**config.mk**
```make
export PLATFORM = sky130hd
export DESIGN_NAME = fifo_stream_drainer
export DESIGN_NICKNAME = d
export VERILOG_FILES = /design/src/rtl/fifo_drain_pkg.sv /design/src/rtl/drain_skid_buf.sv /design/src/rtl/fifo_stream_drainer.sv
export SDC_FILE = /design/constraint.sdc
export NUM_CORES = 1
export LEC_CHECK = 0
export CAP_MARGIN = 20
export CELL_PAD_IN_SITES_DETAIL_PLACEMENT = 0
export CELL_PAD_IN_SITES_GLOBAL_PLACEMENT = 1
export CORE_MARGIN = 5
export CORE_UTILIZATION = 42
export CTS_BUF_LIST = sky130_fd_sc_hd__clkbuf_16
export DETAILED_ROUTE_END_ITERATION = 8
export PLACE_DENSITY = 0.9
export SLEW_MARGIN = 10
export SYNTH_ARGS = -nofsm -noshare
export SYNTH_HDL_FRONTEND = slang
export SYNTH_SLANG_ARGS = --single-unit
export TNS_END_PERCENT = 10
```
**constraint.sdc**
```tcl
create_clock -name clk_i -period 4.1 [get_ports clk_i]
set_input_delay 0.82 -clock clk_i [delete_from_list [all_inputs] [get_ports clk_i]]
set_output_delay 0.82 -clock clk_i [all_outputs]
set_load 0.02 [all_outputs]
```
**src/rtl/fifo_drain_pkg.sv**
```systemverilog
// fifo_drain_pkg: shared widths, skid depth and FSM state encoding for the FIFO stream drainer.
// No ports. The optional FIFO_DRAIN_PARITY_EN build adds parity storage in the users of this package.
package fifo_drain_pkg;
    localparam int DATA_W_DEF = 32;
    localparam int CNT_W_DEF  = 16;
    localparam int SKID_DEPTH = 2;
    typedef logic [1:0] state_t;
    localparam state_t IDLE  = 2'd0;
    localparam state_t FETCH = 2'd1;
    localparam state_t STALL = 2'd2;
endpackage

```
**src/rtl/drain_skid_buf.sv**
```systemverilog
// drain_skid_buf: 2-entry in-order shift buffer that absorbs the FIFO's registered read latency.
// Ports: clk_i, rst_ni (async, active-low); push_i/push_data_i write the tail; pop_i removes the head;
//        occ_o is the entry count (0..2); head_o is entry 0.
// Macro FIFO_DRAIN_PARITY_EN adds head_par_o, the parity of entry 0, computed and stored at push time.
module drain_skid_buf
    import fifo_drain_pkg::*;
#(
    parameter int DATA_W = DATA_W_DEF
) (
    input  logic              clk_i,
    input  logic              rst_ni,
    input  logic              push_i,
    input  logic [DATA_W-1:0] push_data_i,
    input  logic              pop_i,
    output logic [1:0]        occ_o,
    output logic [DATA_W-1:0] head_o
`ifdef FIFO_DRAIN_PARITY_EN
    , output logic            head_par_o
`endif
);
    logic [DATA_W-1:0] mem_q [SKID_DEPTH];
    logic [DATA_W-1:0] mem_d [SKID_DEPTH];
    logic [1:0]        occ_q, occ_d, base;
`ifdef FIFO_DRAIN_PARITY_EN
    logic par_q [SKID_DEPTH];
    logic par_d [SKID_DEPTH];
`endif

    // Shift on pop first, then append at the first free slot, so a same-cycle
    // pop and push keep the word order and leave occ unchanged.
    always_comb begin
        base     = occ_q - {1'b0, pop_i};
        mem_d[0] = pop_i ? mem_q[1] : mem_q[0];
        mem_d[1] = mem_q[1];
        if (push_i) mem_d[base[0]] = push_data_i;
        occ_d    = base + {1'b0, push_i};
    end

`ifdef FIFO_DRAIN_PARITY_EN
    always_comb begin
        par_d[0] = pop_i ? par_q[1] : par_q[0];
        par_d[1] = par_q[1];
        if (push_i) par_d[base[0]] = ^push_data_i;
    end

    always_ff @(posedge clk_i or negedge rst_ni) begin
        if (!rst_ni) par_q <= '{default: 1'b0};
        else         par_q <= par_d;
    end

    assign head_par_o = par_q[0];
`endif

    always_ff @(posedge clk_i or negedge rst_ni) begin
        if (!rst_ni) begin
            occ_q <= 2'd0;
            mem_q <= '{default: '0};
        end else begin
            occ_q <= occ_d;
            mem_q <= mem_d;
        end
    end

    assign occ_o  = occ_q;
    assign head_o = mem_q[0];
endmodule

```
**src/rtl/fifo_stream_drainer.sv**
```systemverilog
// fifo_stream_drainer: pops an 8-deep FIFO (RD/EMPTY/dataOut) and re-presents words on a valid/ready stream.
// Ports: clk_i, rst_ni (async, active-low); en_i drain enable; fifo_empty_i/fifo_rd_o/fifo_data_i FIFO side;
//        out_data_o/out_valid_o/out_ready_i stream side; word_count_o transfers mod 2^CNT_W; busy_o state != IDLE.
// Macro FIFO_DRAIN_PARITY_EN adds out_parity_o, the registered XOR-reduce of out_data_o.
module fifo_stream_drainer
    import fifo_drain_pkg::*;
#(
    parameter int DATA_W = DATA_W_DEF,
    parameter int CNT_W  = CNT_W_DEF
) (
    input  logic              clk_i,
    input  logic              rst_ni,
    input  logic              en_i,
    input  logic              fifo_empty_i,
    output logic              fifo_rd_o,
    input  logic [DATA_W-1:0] fifo_data_i,
    output logic [DATA_W-1:0] out_data_o,
    output logic              out_valid_o,
    input  logic              out_ready_i,
    output logic [CNT_W-1:0]  word_count_o,
    output logic              busy_o
`ifdef FIFO_DRAIN_PARITY_EN
    , output logic            out_parity_o
`endif
);
    logic [1:0]       occ, level;
    logic             inflight_q, pop;
    state_t           state_q, state_d;
    logic [CNT_W-1:0] cnt_q;

    assign out_valid_o = occ != 2'd0;
    assign pop         = out_valid_o && out_ready_i;
    // Words that will sit in the buffer after this edge; a new read only fits if fewer than two.
    assign level       = occ + {1'b0, inflight_q} - {1'b0, pop};
    // Gated by reset so no read strobe reaches the FIFO while the buffer is being cleared.
    assign fifo_rd_o   = rst_ni && en_i && !fifo_empty_i && level < 2'd2;

    drain_skid_buf #(.DATA_W(DATA_W)) u_skid (
        .clk_i       (clk_i),
        .rst_ni      (rst_ni),
        .push_i      (inflight_q),
        .push_data_i (fifo_data_i),
        .pop_i       (pop),
        .occ_o       (occ),
        .head_o      (out_data_o)
`ifdef FIFO_DRAIN_PARITY_EN
        , .head_par_o(out_parity_o)
`endif
    );

    always_comb begin
        state_d = IDLE;
        case (state_q)
            IDLE:    state_d = fifo_rd_o ? FETCH : IDLE;
            FETCH:   state_d = (occ + {1'b0, inflight_q} == 2'd2 && !out_ready_i) ? STALL :
                               (occ == 2'd0 && !inflight_q && !fifo_rd_o) ? IDLE : FETCH;
            STALL:   state_d = pop ? FETCH : STALL;
            default: state_d = IDLE;
        endcase
    end

    always_ff @(posedge clk_i or negedge rst_ni) begin
        if (!rst_ni) begin
            state_q    <= IDLE;
            inflight_q <= 1'b0;
            cnt_q      <= '0;
        end else begin
            state_q    <= state_d;
            inflight_q <= fifo_rd_o;
            cnt_q      <= cnt_q + CNT_W'(pop);
        end
    end

    assign word_count_o = cnt_q;
    assign busy_o       = state_q != IDLE;
endmodule

```
==> flow_summary_export.csv <==
group,metric,value,unit
run_status,status,"complete, no violations",
job,cap_violations,0,
worst_setup_path,critical_path_arrival,2630,ps
clock_tree,htreeDepth,3,
route,drc,0,
route,drtPass1Iterations,4,
layout,layout.nets,428,
placed_design,gp_congestion,0.782,
die,initial_utilization,42.5,%
timing,fin_tns_setup,0,ps
layout,num_antenna_cells,0,
yosys,ys_seq_elements,85,
yosys,synth_nets,371,
yosys,netlist-cell-type-count,28,
timing,rsz0062_at_grt,"false",
pwr,vdd_drop_max,0.338,mV
clock_tree,cts_sinks,85,
clock_tree,cts_resized,0,
timing,finalWorstSetupSlack,650,ps
clock_tree,cts_hold_buf,0,
route,wire_per_inst,14.5,um
timing,period_share,84.1,%
clock_tree,cts-root-buf,"clkbuf_16",
global_route,grt_start_max_net_pins,45,
pwr,power.density,719,nW/um2
die,boundaryPins,88,
clock_tree,clk_path_buf_depth,2,
die,core-area,9110,um2
timing,fin_crit,3450,ps
placed_design,placed_cell_area,4620,um2
die,die-area,11200,um2
yosys,ys_warn_count,0,
layout,fillCellCount,809,
timing,max_freq,290,MHz
worst_setup_path,cp.required,3280,ps
placed_design,place_ws,655,ps
yosys,syn_inst,329,
layout,stdcell_area,4900,um2
global_route,grt_pass1_vias,2661,
timing,tightest_slew,610,ps
route,vias_per_cell,4.96,
worst_setup_path,crit_path_max_incr_delay,540,ps
clock_tree,postCtsSetupBuffers,0,
timing,hold_viol_final,0,
clock_tree,clk_latency,330,ps
pwr,leakage,0.00216,uW
layout,seq_area,2130,um2
route,vias,2490,
yosys,syn-mean-instance-area,11.8,um2
yosys,syn-cell-area,3870,um2
layout,drive_above_1_share,15.9,%
layout,multi_input_area,1420,um2
die,fp.dieH,106,um
timing,setup_viol,0,
clock_tree,clk_pin_slew,60,ps
yosys,ys_seq_area_share,55.0,%
worst_setup_path,worstPathMaxFanout,4,
global_route,antenna_found_initial,0,
global_route,gr-usage-all-layers,14.0,%
worst_setup_path,worstSetupPathType,"in2out",
timing,skew,7.10,ps
worst_setup_path,crit_top_cell,"clkdlybuf4s50_1",
global_route,grt_overflow,0,
layout,synthToLayoutAreaGrowth,26.6,%
worst_setup_path,cp-start-kind,"input port",
worst_setup_path,critPathSlowestCell,"clkdlybuf4s50_1",
layout,postLayoutCoreUtil,53.8,%
timing,slew_violations,0,
die,fp-row-count,35,
route,drt_iter0_drc,49,
placed_design,io_buffers,87,
worst_hold_path,hold_class,"reg2reg",
timing,timing.slew.headroom,59.3,%
route,wl,7290,um
worst_setup_path,crit_chain,"clkdlybuf4s50_1 > and4bb_2 > a21oi_1 > mux2_2 > clkdlybuf4s50_1",
global_route,grt_pass1_wl,12700,um
clock_tree,numCtsBuffers,9,
placed_design,dp_hpwl,5120,um
worst_setup_path,cp-end-kind,"output port",
clock_tree,cts_tree,"yes",
route,postRouteAntennaNets,0,
die,die_w,106,um
[cell type report]
class	instances	area share [%]
flip-flops and latches	85	43.4
clock buffers	9	4.60
multi-input cells	191	29.0
clock inverters	7	1.05
well taps	111	2.84
inverters	6	0.460
repair buffers	93	18.6
[layout by cell type (no fill, tap or decap), types with 4 or more instances in the layout]
master           synthesis  layout
clkbuf_16                0       9
mux2i_1                 32      32
inv_1                    6       6
clkdlybuf4s50_1          0      86
buf_4                   36       7
nand3_1                  7       7
dfrtp_1                 85      85
ha_1                     5       4
nand2_1                 39      39
nor3_1                   4       4
mux2_2                  33      33
xnor2_1                 14      14
o21ai_0                 33      32
[per-stage QoR]
step | instances | hold slack [ps] | power (uW)
6_report | 502 | 484 | 3520
5_1_grt | 502 | 492 | 3760
4_1_cts | 502 | 485 | 3580
3_5_place_dp | 486 | 470 | 2820
3_3_place_gp | 486 | 470 | 2770
2_1_floorplan | 329 | 480 | 2420
[kinds of logic (layout without fill, tap and decap cells)]
group	Yosys count	after routing	share of synthesized area (%)
flip-flops	85	85	55.0
AND/OR/NAND/NOR	66	66	7.79
multiplexers	65	65	17.9
buffers and inverters	53	115	8.73
AO/OA/AOI/OAI	38	38	5.17
XOR/XNOR	17	17	3.85
adder cells (fa/ha/maj)	5	5	1.62
[cells in the mapped netlist]
| library cell | instances | area share [%] |
|---|---|---|
| and3_1 | 2 | 0.32 |
| buf_4 | 36 | 7.0 |
| xor2_1 | 3 | 0.68 |
| a21oi_1 | 1 | 0.13 |
| nand2b_1 | 1 | 0.16 |
| xnor2_1 | 14 | 3.2 |
| or2_2 | 2 | 0.32 |
| nor3_1 | 4 | 0.52 |
| o22ai_1 | 1 | 0.16 |
| or3_1 | 1 | 0.16 |
| buf_2 | 3 | 0.39 |
| nand3_1 | 7 | 0.91 |
| o21a_1 | 1 | 0.19 |
| nor2_1 | 3 | 0.29 |
| mux2_2 | 33 | 9.6 |
| dfrtp_1 | 85 | 55 |
| nand2_1 | 39 | 3.8 |
| ha_1 | 5 | 1.6 |
| a21bo_1 | 1 | 0.26 |
| and4bb_2 | 1 | 0.32 |
| nor3b_1 | 1 | 0.19 |
| mux2i_1 | 32 | 8.3 |
| o21ai_0 | 33 | 4.3 |
| nand4_1 | 3 | 0.49 |
| a31oi_1 | 1 | 0.16 |
| inv_1 | 6 | 0.58 |
| and2_1 | 2 | 0.32 |
| clkbuf_1 | 8 | 0.78 |
[power by group]
| group | leakage, uW | switching [uW] | internal [uW] | total [uW] |
|---|---|---|---|---|
| Combinational | 0.000968 | 633 | 720 | 1350 |
| Sequential | 0.00106 | 226 | 1200 | 1430 |
| Clock | 0.000132 | 330 | 412 | 743 |
| Total | 0.00216 | 1190 | 2330 | 3520 |
[layer usage]
layer	routed length [um]	global-route usage, %
met1	3220	16.8
met2	3630	24.4
met3	351	4.13
met4	89	4.16
met5	0	0
[critical path, delay by kind of cell]
family / cells / cell delay [ps]
AND/OR/NAND/NOR: 1 / 260
multiplexers: 1 / 380
AO/OA/AOI/OAI: 1 / 130
buffers and inverters: 2 / 1030
[worst paths after layout]
kind / from / end / slack [ps] / cells after the start
setup / recovery: out_ready_i / fifo_rd_o / 650 / 5
hold / removal: word_count_o[15]$_DFF_PN0_ / word_count_o[15]$_DFF_PN0_ / 480 / 1
setup reg to reg: u_skid.occ_o[1]$_DFF_PN0_ / flop / 1770 / 7
hold reg to reg: word_count_o[15]$_DFF_PN0_ / word_count_o[15]$_DFF_PN0_ / 480 / 1
max in group asynchronous: rst_ni / async pin / 2590 / 3
min in group asynchronous: rst_ni / word_count_o[3]$_DFF_PN0_ / 570 / 2
(Power assumes the default switching activity.)
